## src/rtl/axi_read_arbiter_pkg.sv

```systemverilog
// Shared AXI read-channel types and widths for the two-master read arbiter.
// Slave-side IDs are widened so the grant index rides along with the master ID.
package axi_read_arbiter_pkg;

  localparam int ID_W   = 4;
  localparam int IDS_W  = 8;
  localparam int ADDR_W = 32;
  localparam int DATA_W = 32;
  localparam int LEN_W  = 4;

  typedef struct packed {
    logic [ID_W-1:0]   id;
    logic [ADDR_W-1:0] addr;
    logic [LEN_W-1:0]  len;
    logic [2:0]        size;
    logic [1:0]        burst;
  } ar_req_t;

  typedef struct packed {
    logic [IDS_W-1:0]  id;
    logic [ADDR_W-1:0] addr;
    logic [LEN_W-1:0]  len;
    logic [2:0]        size;
    logic [1:0]        burst;
  } ars_req_t;

  typedef struct packed {
    logic [ID_W-1:0]   id;
    logic [DATA_W-1:0] data;
    logic [1:0]        resp;
    logic              last;
  } r_rsp_t;

  typedef struct packed {
    logic [IDS_W-1:0]  id;
    logic [DATA_W-1:0] data;
    logic [1:0]        resp;
    logic              last;
  } rs_rsp_t;

  typedef enum logic [1:0] {ST_IDLE, ST_ADDR, ST_DATA} arb_state_t;

  // Slave ID = {000, master index, master ID}
  function automatic ars_req_t widen_ar(input ar_req_t ar, input logic mst);
    ars_req_t r;
    r.id    = {3'b000, mst, ar.id};
    r.addr  = ar.addr;
    r.len   = ar.len;
    r.size  = ar.size;
    r.burst = ar.burst;
    return r;
  endfunction

endpackage

```

## src/rtl/axi_read_arbiter_rr.sv

```systemverilog
// Two-requester priority-pointer arbiter; a lone requester always wins.
module rr_arbiter2 (
  input  logic [1:0] req,
  input  logic       prio,
  output logic [1:0] gnt
);

  always_comb begin
    gnt = req;
    if (req == 2'b11) gnt = prio ? 2'b10 : 2'b01;
  end

endmodule

```

## src/rtl/axi_read_arbiter.sv

```systemverilog
// Two-master AXI read arbiter, one transaction in flight; AR registered once,
// R passed straight through and routed by the registered grant.
module axi_read_arbiter
  import axi_read_arbiter_pkg::*;
(
  input  logic              clk,
  input  logic              rst,
  input  ar_req_t [1:0]     m_ar_i,
  input  logic    [1:0]     m_arvalid_i,
  output logic    [1:0]     m_arready_o,
  output r_rsp_t            m_r_o,
  output logic    [1:0]     m_rvalid_o,
  input  logic    [1:0]     m_rready_i,
  output ars_req_t          s_ar_o,
  output logic              s_arvalid_o,
  input  logic              s_arready_i,
  input  rs_rsp_t           s_r_i,
  input  logic              s_rvalid_i,
  output logic              s_rready_o
);

  arb_state_t state;
  logic       prio;
  logic       grant;
  ars_req_t   ar_q;
  logic [1:0] gnt;
  logic       ar_hs;
  logic       r_last_hs;

  rr_arbiter2 u_arb (.req(m_arvalid_i), .prio(prio), .gnt(gnt));

  // rst gating keeps arready low while reset is held with requests pending
  assign m_arready_o = (rst && state == ST_IDLE) ? gnt : 2'b00;
  assign ar_hs       = |(m_arvalid_i & m_arready_o);

  assign s_arvalid_o = (state == ST_ADDR);
  assign s_ar_o      = ar_q;

  assign s_rready_o  = (state == ST_DATA) && m_rready_i[grant];
  assign r_last_hs   = s_rvalid_i && s_rready_o && s_r_i.last;

  always_comb begin
    m_rvalid_o        = 2'b00;
    m_rvalid_o[grant] = (state == ST_DATA) && s_rvalid_i;
  end

  assign m_r_o = '{id:   s_r_i.id[ID_W-1:0],
                   data: s_r_i.data,
                   resp: s_r_i.resp,
                   last: s_r_i.last};

  always_ff @(posedge clk or negedge rst) begin
    if (!rst) begin
      state <= ST_IDLE;
      prio  <= 1'b0;
      grant <= 1'b0;
      ar_q  <= '0;
    end else begin
      case (state)
        ST_IDLE: if (ar_hs) begin
          ar_q  <= widen_ar(m_ar_i[gnt[1]], gnt[1]);
          grant <= gnt[1];
          state <= ST_ADDR;
        end
        ST_ADDR: if (s_arready_i) state <= ST_DATA;
        ST_DATA: if (r_last_hs) begin
          prio  <= ~grant;
          state <= ST_IDLE;
        end
        default: state <= ST_IDLE;
      endcase
    end
  end

endmodule

```

## config.mk

```make
export PLATFORM = sky130hd
export DESIGN_NAME = axi_read_arbiter
export DESIGN_NICKNAME = d
export VERILOG_FILES = /design/src/rtl/axi_read_arbiter_pkg.sv /design/src/rtl/axi_read_arbiter_rr.sv /design/src/rtl/axi_read_arbiter.sv
export SDC_FILE = /design/constraint.sdc
export NUM_CORES = 1
export LEC_CHECK = 0
export BUFFER_PORTS_ARGS = -buffer_cell sky130_fd_sc_hd__buf_2
export CAP_MARGIN = 20
export CORE_MARGIN = 10
export CORE_UTILIZATION = 41
export DETAILED_ROUTE_END_ITERATION = 10
export GPL_TIMING_DRIVEN = 0
export HOLD_SLACK_MARGIN = 0.03
export PLACE_DENSITY_LB_ADDON = 0.25
export SYNTH_ARGS = -nofsm -noshare
export SYNTH_HDL_FRONTEND = slang
export SYNTH_SLANG_ARGS = --single-unit
```

## constraint.sdc

```tcl
create_clock -name clk -period 1.5 [get_ports clk]
set_clock_uncertainty 0.1 [all_clocks]
set_input_delay 0.3 -clock clk [delete_from_list [all_inputs] [get_ports clk]]
set_output_delay 0.3 -clock clk [all_outputs]
set_load 0.02 [all_outputs]
```

Word-level counts from Yosys, hierarchy flattened:

Cells that the tools add are included.
Widths: inputs -> output; s select.

* register bits: 50
* input port bits: 141
* output and inout port bits: 94

* magnitude comparators: 3
* eq/ne operators: 6
* muxes and demuxes: 13
* bitwise logic cells: 3
* reductions and logical operators: 11

Operators with widths (number)
* $mux 45: 2
* $mux 2: 6
* $logic_and 1x1->1: 6
* $pmux 2 s3: 1
* $and 2x2->2: 2
* $eq 2x2->1 const B: 2
* $lt 1x2->1 const B: 2
* $ne 2x2->1 const B: 2
* $reduce_and 2->1: 2
* $mux 1: 3
* $reduce_and 3->1: 1
* $eq 2x1->1 const B: 1
* $logic_not 2->1: 1
* $ne 2x1->1 const B: 1
* $reduce_or 2->1: 1
* $demux 1 s1: 1
* $ge 1x1->1 const B: 1
* $not 1->1: 1

Depth between registers and ports, before layout:

* depth in word-level cells: 7
* mapped depth: 5
* mapped depth without buffers: 3

Hierarchy:

A second synthesis with hierarchy kept.

* cell total of the unflattened synthesis: 216
* area total of the unflattened synthesis: 2937.8 µm²

By module, submodules not included
* axi_read_arbiter: times used 1, cells an instance 213, area each 2919.0 µm²
* rr_arbiter2: times used 1, cells an instance 3, area each 18.8 µm²

Least setup slack after synthesis:

No wires, ideal clock.

* path kind: input to output
* start point: in m_arvalid_i[0]
* end point: out m_arready_o[1]
* arrival time: 1.178 ns
* setup slack: -0.078 ns
* cell stages on the path: 4
* path buffers: 2
* cell sequence: nor2b_2 buf_6 buf_2 nor3_1

* longest elaborated chain between the ends: 3

Ends and longest elaborated chain
* start: declaration: line axi_read_arbiter.sv:9 `input logic [1:0] m_arvalid_i,`
* $eq 2x2->1: line axi_read_arbiter_rr.sv:10 `if (req == 2'b11) gnt = prio ? 2'b10 : 2'b01;`
* $mux 2: line axi_read_arbiter_rr.sv:10
* $mux 2: line axi_read_arbiter.sv:33 `assign m_arready_o = (rst && state == ST_IDLE) ? gnt : 2'b00;`
* end: declaration: line axi_read_arbiter.sv:10 `output logic [1:0] m_arready_o,`

No other way between the ends.

Worst setup path after layout:

* start point: reg state[0]
* end point: reg ar_q (netlist bit s_ar_o[40])

* longest elaborated chain between the ends: 6

Ends and longest elaborated chain
* start: declaration: line axi_read_arbiter.sv:22 `arb_state_t state;`
* start signal: assignment: line axi_read_arbiter.sv:54 `state <= ST_IDLE;`
* start signal: assignment: line axi_read_arbiter.sv:63 `state <= ST_ADDR;`
* start signal: assignment: line axi_read_arbiter.sv:65 `ST_ADDR: if (s_arready_i) state <= ST_DATA;`
* $logic_not 2->1 *: line axi_read_arbiter.sv:33, axi_read_arbiter.sv:59
* $logic_and 1x1->1: line axi_read_arbiter.sv:33
* $mux 2: line axi_read_arbiter.sv:33
* $and 2x2->2: line axi_read_arbiter.sv:34 `assign ar_hs = |(m_arvalid_i & m_arready_o);`
* $reduce_or 2->1: line axi_read_arbiter.sv:34
* $reduce_and 2->1 (no source line) *
* end signal: assignment: line axi_read_arbiter.sv:61 `ar_q <= widen_ar(m_ar_i[gnt[1]], gnt[1]);`
* end: declaration: line axi_read_arbiter.sv:25 `ars_req_t ar_q;`

Every way passes the cells marked *; elsewhere a longest branch is shown, timed or not.
A chain may end at the register's enable or synchronous reset.

==> metrics.yaml <==
status:
  status: "complete, but fails checks"
  violations: "setup timing"
logic_synthesis:
  synth_area_mm2: 0.003182
  ys_seq_area_share_pct: 38.54
  synth_top_family_by_area: "compound AO/OA/AOI/OAI gates"
  synthCells: 232
  syn_area_per_cell_um2: 13.71
  synthAdderAreaFrac_pct: 0
  synth-compound-area-share_pct: 41.45
  synth_xor_area_share_pct: 0
  synth_mux_area_share_pct: 0.3146
  synthSimpleGateAreaFrac_pct: 2.595
  synth.distinct_cells: 30
  ys_ff_latch: 49
  yosys_warnings: 0
cts:
  cts_buffers: 5
  clk_path_buf_depth: 2
  insertion_delay_ns: 0.29
  cts_max_level: 2
  clock-root-buffer: "clkbuf_8"
  clkSinkCount: 49
  path_clk_slew_ns: 0.08
  cts_tree: "done"
sta:
  drv_slew: 0
  min_period_ns: 1.678
  setup_viol: 51
  finalHoldViolCount: 0
  period_share_pct: 111.8
  worst_slack_ns: -0.1776
  tightest_slew_ns: 0.8219
  fmax_ghz: 0.5961
  grt_setup_unrepaired: "yes"
  timing.max_slew.rel_slack_pct: 45.21
setup_path:
  r2r_end: "s_ar_o[40]"
  rr_worst_depth: 7
  critPathKind: "flip-flop to flip-flop"
  worstReg2RegStart: "state[0]"
  worstPathMaxFanout: 6
  crit_arrival_ns: 1.80
  regToRegSetupSlack_ns: -0.18
  start_kind: "flip-flop"
  endpoint_kind: "flip-flop"
  crit_required_ns: 1.62
cells_and_area:
  stdcell_count: 572
  postLayoutCellArea_mm2: 0.005116
  syn_to_final_growth_pct: 60.79
  drive_gt1_share_pct: 82.77
  utilization_pct: 66.90
  antenna_cells: 0
  nets: 611
  mostFrequentLayoutCells: "buf_2 (185), buf_4 (69), dfrtp_1 (46), a2bb2oi_2 (44), o32ai_2 (29)"
  final_common_cell: "buf_2"
grt:
  grt.overflow.total: 0
  grt_first_pass_wirelength_um: 16260
  grt_max_degree: 18
  grt_pass1_vias: 3051
  antenna_found_initial: 0
  grtUsageTotal_pct: 17.27
placement:
  place_area_mm2: 0.004293
  io_buffers: 189
  dp.cells: 526
  place_congestion: 0.7891
  hpwl_um: 8102
detailed_routing:
  wl_um: 11390
  dr.pass1.iters: 4
  drc: 0
  via_per_inst: 5.038
  vias: 2882
  ant_nets: 0
  drt-initial-drc-count: 90
  wire_per_inst_um: 19.92
floorplan:
  initial_core_util_pct: 41.61
  fp.coreArea_mm2: 0.007647
  die_w_um: 108.1
  fp.dieArea_mm2: 0.01168
  io_pins: 235
  row_count: 32
  dieHeight_um: 108.1
power:
  leakagePower_nw: 2.373
  power_mw: 8.883
  ir_drop_v: 0.0008970
  power_density_mw_per_mm2: 1736
min_path:
  min_path_cells: 3
  hp-class: "primary input to flip-flop"
  hp-start: "s_arready_i"
  holdPathEnd: "state[1]"
run:
  cap_violations: 0
-- metal layers --
metal,vias up,global-route usage [%],share of wire (%),wire [um]
met1,1379,20.76,39,4490
met3,9,6.603,9.4,1067
met4,0,3.721,0.70,80
li1,1354,-,-,-
met5,-,0,0,0
met2,140,28.66,51,5755
-- cell usage after synthesis --
cell / n / area, um2
dfrtp_1: 49 / 1226
buf_4: 45 / 337.8
a2bb2oi_2: 39 / 585.6
o32ai_2: 30 / 488.0
o32ai_1: 15 / 131.4
buf_2: 14 / 70.07
a2bb2oi_1: 6 / 52.55
buf_12: 4 / 80.08
buf_6: 4 / 45.04
nor2_1: 4 / 15.01
nand2_1: 3 / 11.26
a21bo_2: 1 / 10.01
a21o_1: 1 / 7.510
a21oi_1: 1 / 5.000
and4b_1: 1 / 10.01
conb_1: 1 / 3.750
inv_1: 1 / 3.750
inv_2: 1 / 3.750
mux2i_1: 1 / 10.01
nand2b_1: 1 / 6.260
nor2b_1: 1 / 6.260
nor2b_2: 1 / 8.760
nor3_1: 1 / 5.000
nor3b_1: 1 / 7.510
nor3b_2: 1 / 12.51
o21a_1: 1 / 7.510
o21ai_1: 1 / 5.000
o21ba_1: 1 / 10.01
o31ai_1: 1 / 7.510
o41ai_1: 1 / 8.760
-- state kept, by name, indices dropped and copies added (netlist names) --
signal and cells:
prio 1, s_ar_o 45, grant 1, state 2
-- timing repair --
| item | CTS | global route |
|---|---|---|
| hold buffers | 3 | 0 |
| cloned | 4 | 5 |
| gates resized for setup | 40 | 38 |
| buffers inserted | 16 | 14 |
| endpoints found under the hold margin | 17 | 0 |
| pin swaps | 3 | 6 |
| endpoints found under the setup margin | 46 | 62 |
-- cell families (layout without fill, tap and decap cells) --
kind of cell,Yosys count,in the layout
other,1,3
buffers and inverters,69,305
muxes,1,1
AOI/OAI and AO/OA,98,98
and+or+nand+nor,14,14
DFF,49,49
-- power by group --
group	total, mW	leakage (nW)	switching [mW]	internal, mW
Sequential	2.44	0.533	0.484	1.95
Clock	0.780	0.0443	0.413	0.367
Combinational	5.67	1.80	2.63	3.04
-- area by class of cell --
| cell class | instances | area (um2) |
|---|---|---|
| fillers | 598 | 2531 |
| repair buffers | 231 | 1531 |
| multi-input cells | 116 | 1529 |
| flip-flops and latches | 49 | 1230 |
| plain buffers | 65 | 604.3 |
| well taps | 102 | 127.6 |
| clock buffers | 7 | 86.33 |
| inverters | 2 | 7.507 |
-- how the worst max path moves through the flow --
| stage | depth (start not counted) | endpoint | startpoint |
|---|---|---|---|
| 2_1_floorplan | 3 | m_arready_o[0] | prio |
| 3_3_place_gp | 5 | s_ar_o[11] | rst |
| 3_5_place_dp | 5 | s_ar_o[36] | rst |
| 4_1_cts | 4 | m_arready_o[1] | state[1] |
| 5_1_grt | 7 | s_ar_o[40] | state[0] |
| 6_report | 7 | s_ar_o[40] | state[0] |
-- through the flow --
stage / hold WS [ns] / setup slack, ns / TNS [ns]
2_1_floorplan: -0.09559 / 0.06593 / 0
3_3_place_gp: 0.4013 / -1.033 / -47.48
3_5_place_dp: 0.1740 / -0.4323 / -18.63
4_1_cts: 0.1299 / -0.1819 / -6.287
5_1_grt: 0.1504 / -0.2250 / -8.359
6_report: 0.1395 / -0.1776 / -5.279
-- worst max-delay path, stage by stage (launching register included) --
cell and delay (ns):
dfrtp_2 0.45, buf_6 0.13, nor3b_4 0.21, o21a_4 0.18, buf_8 0.11, buf_12 0.13, clkbuf_16 0.15, a2bb2oi_2 0.14
Note: power is estimated with default switching activity, not from simulation.
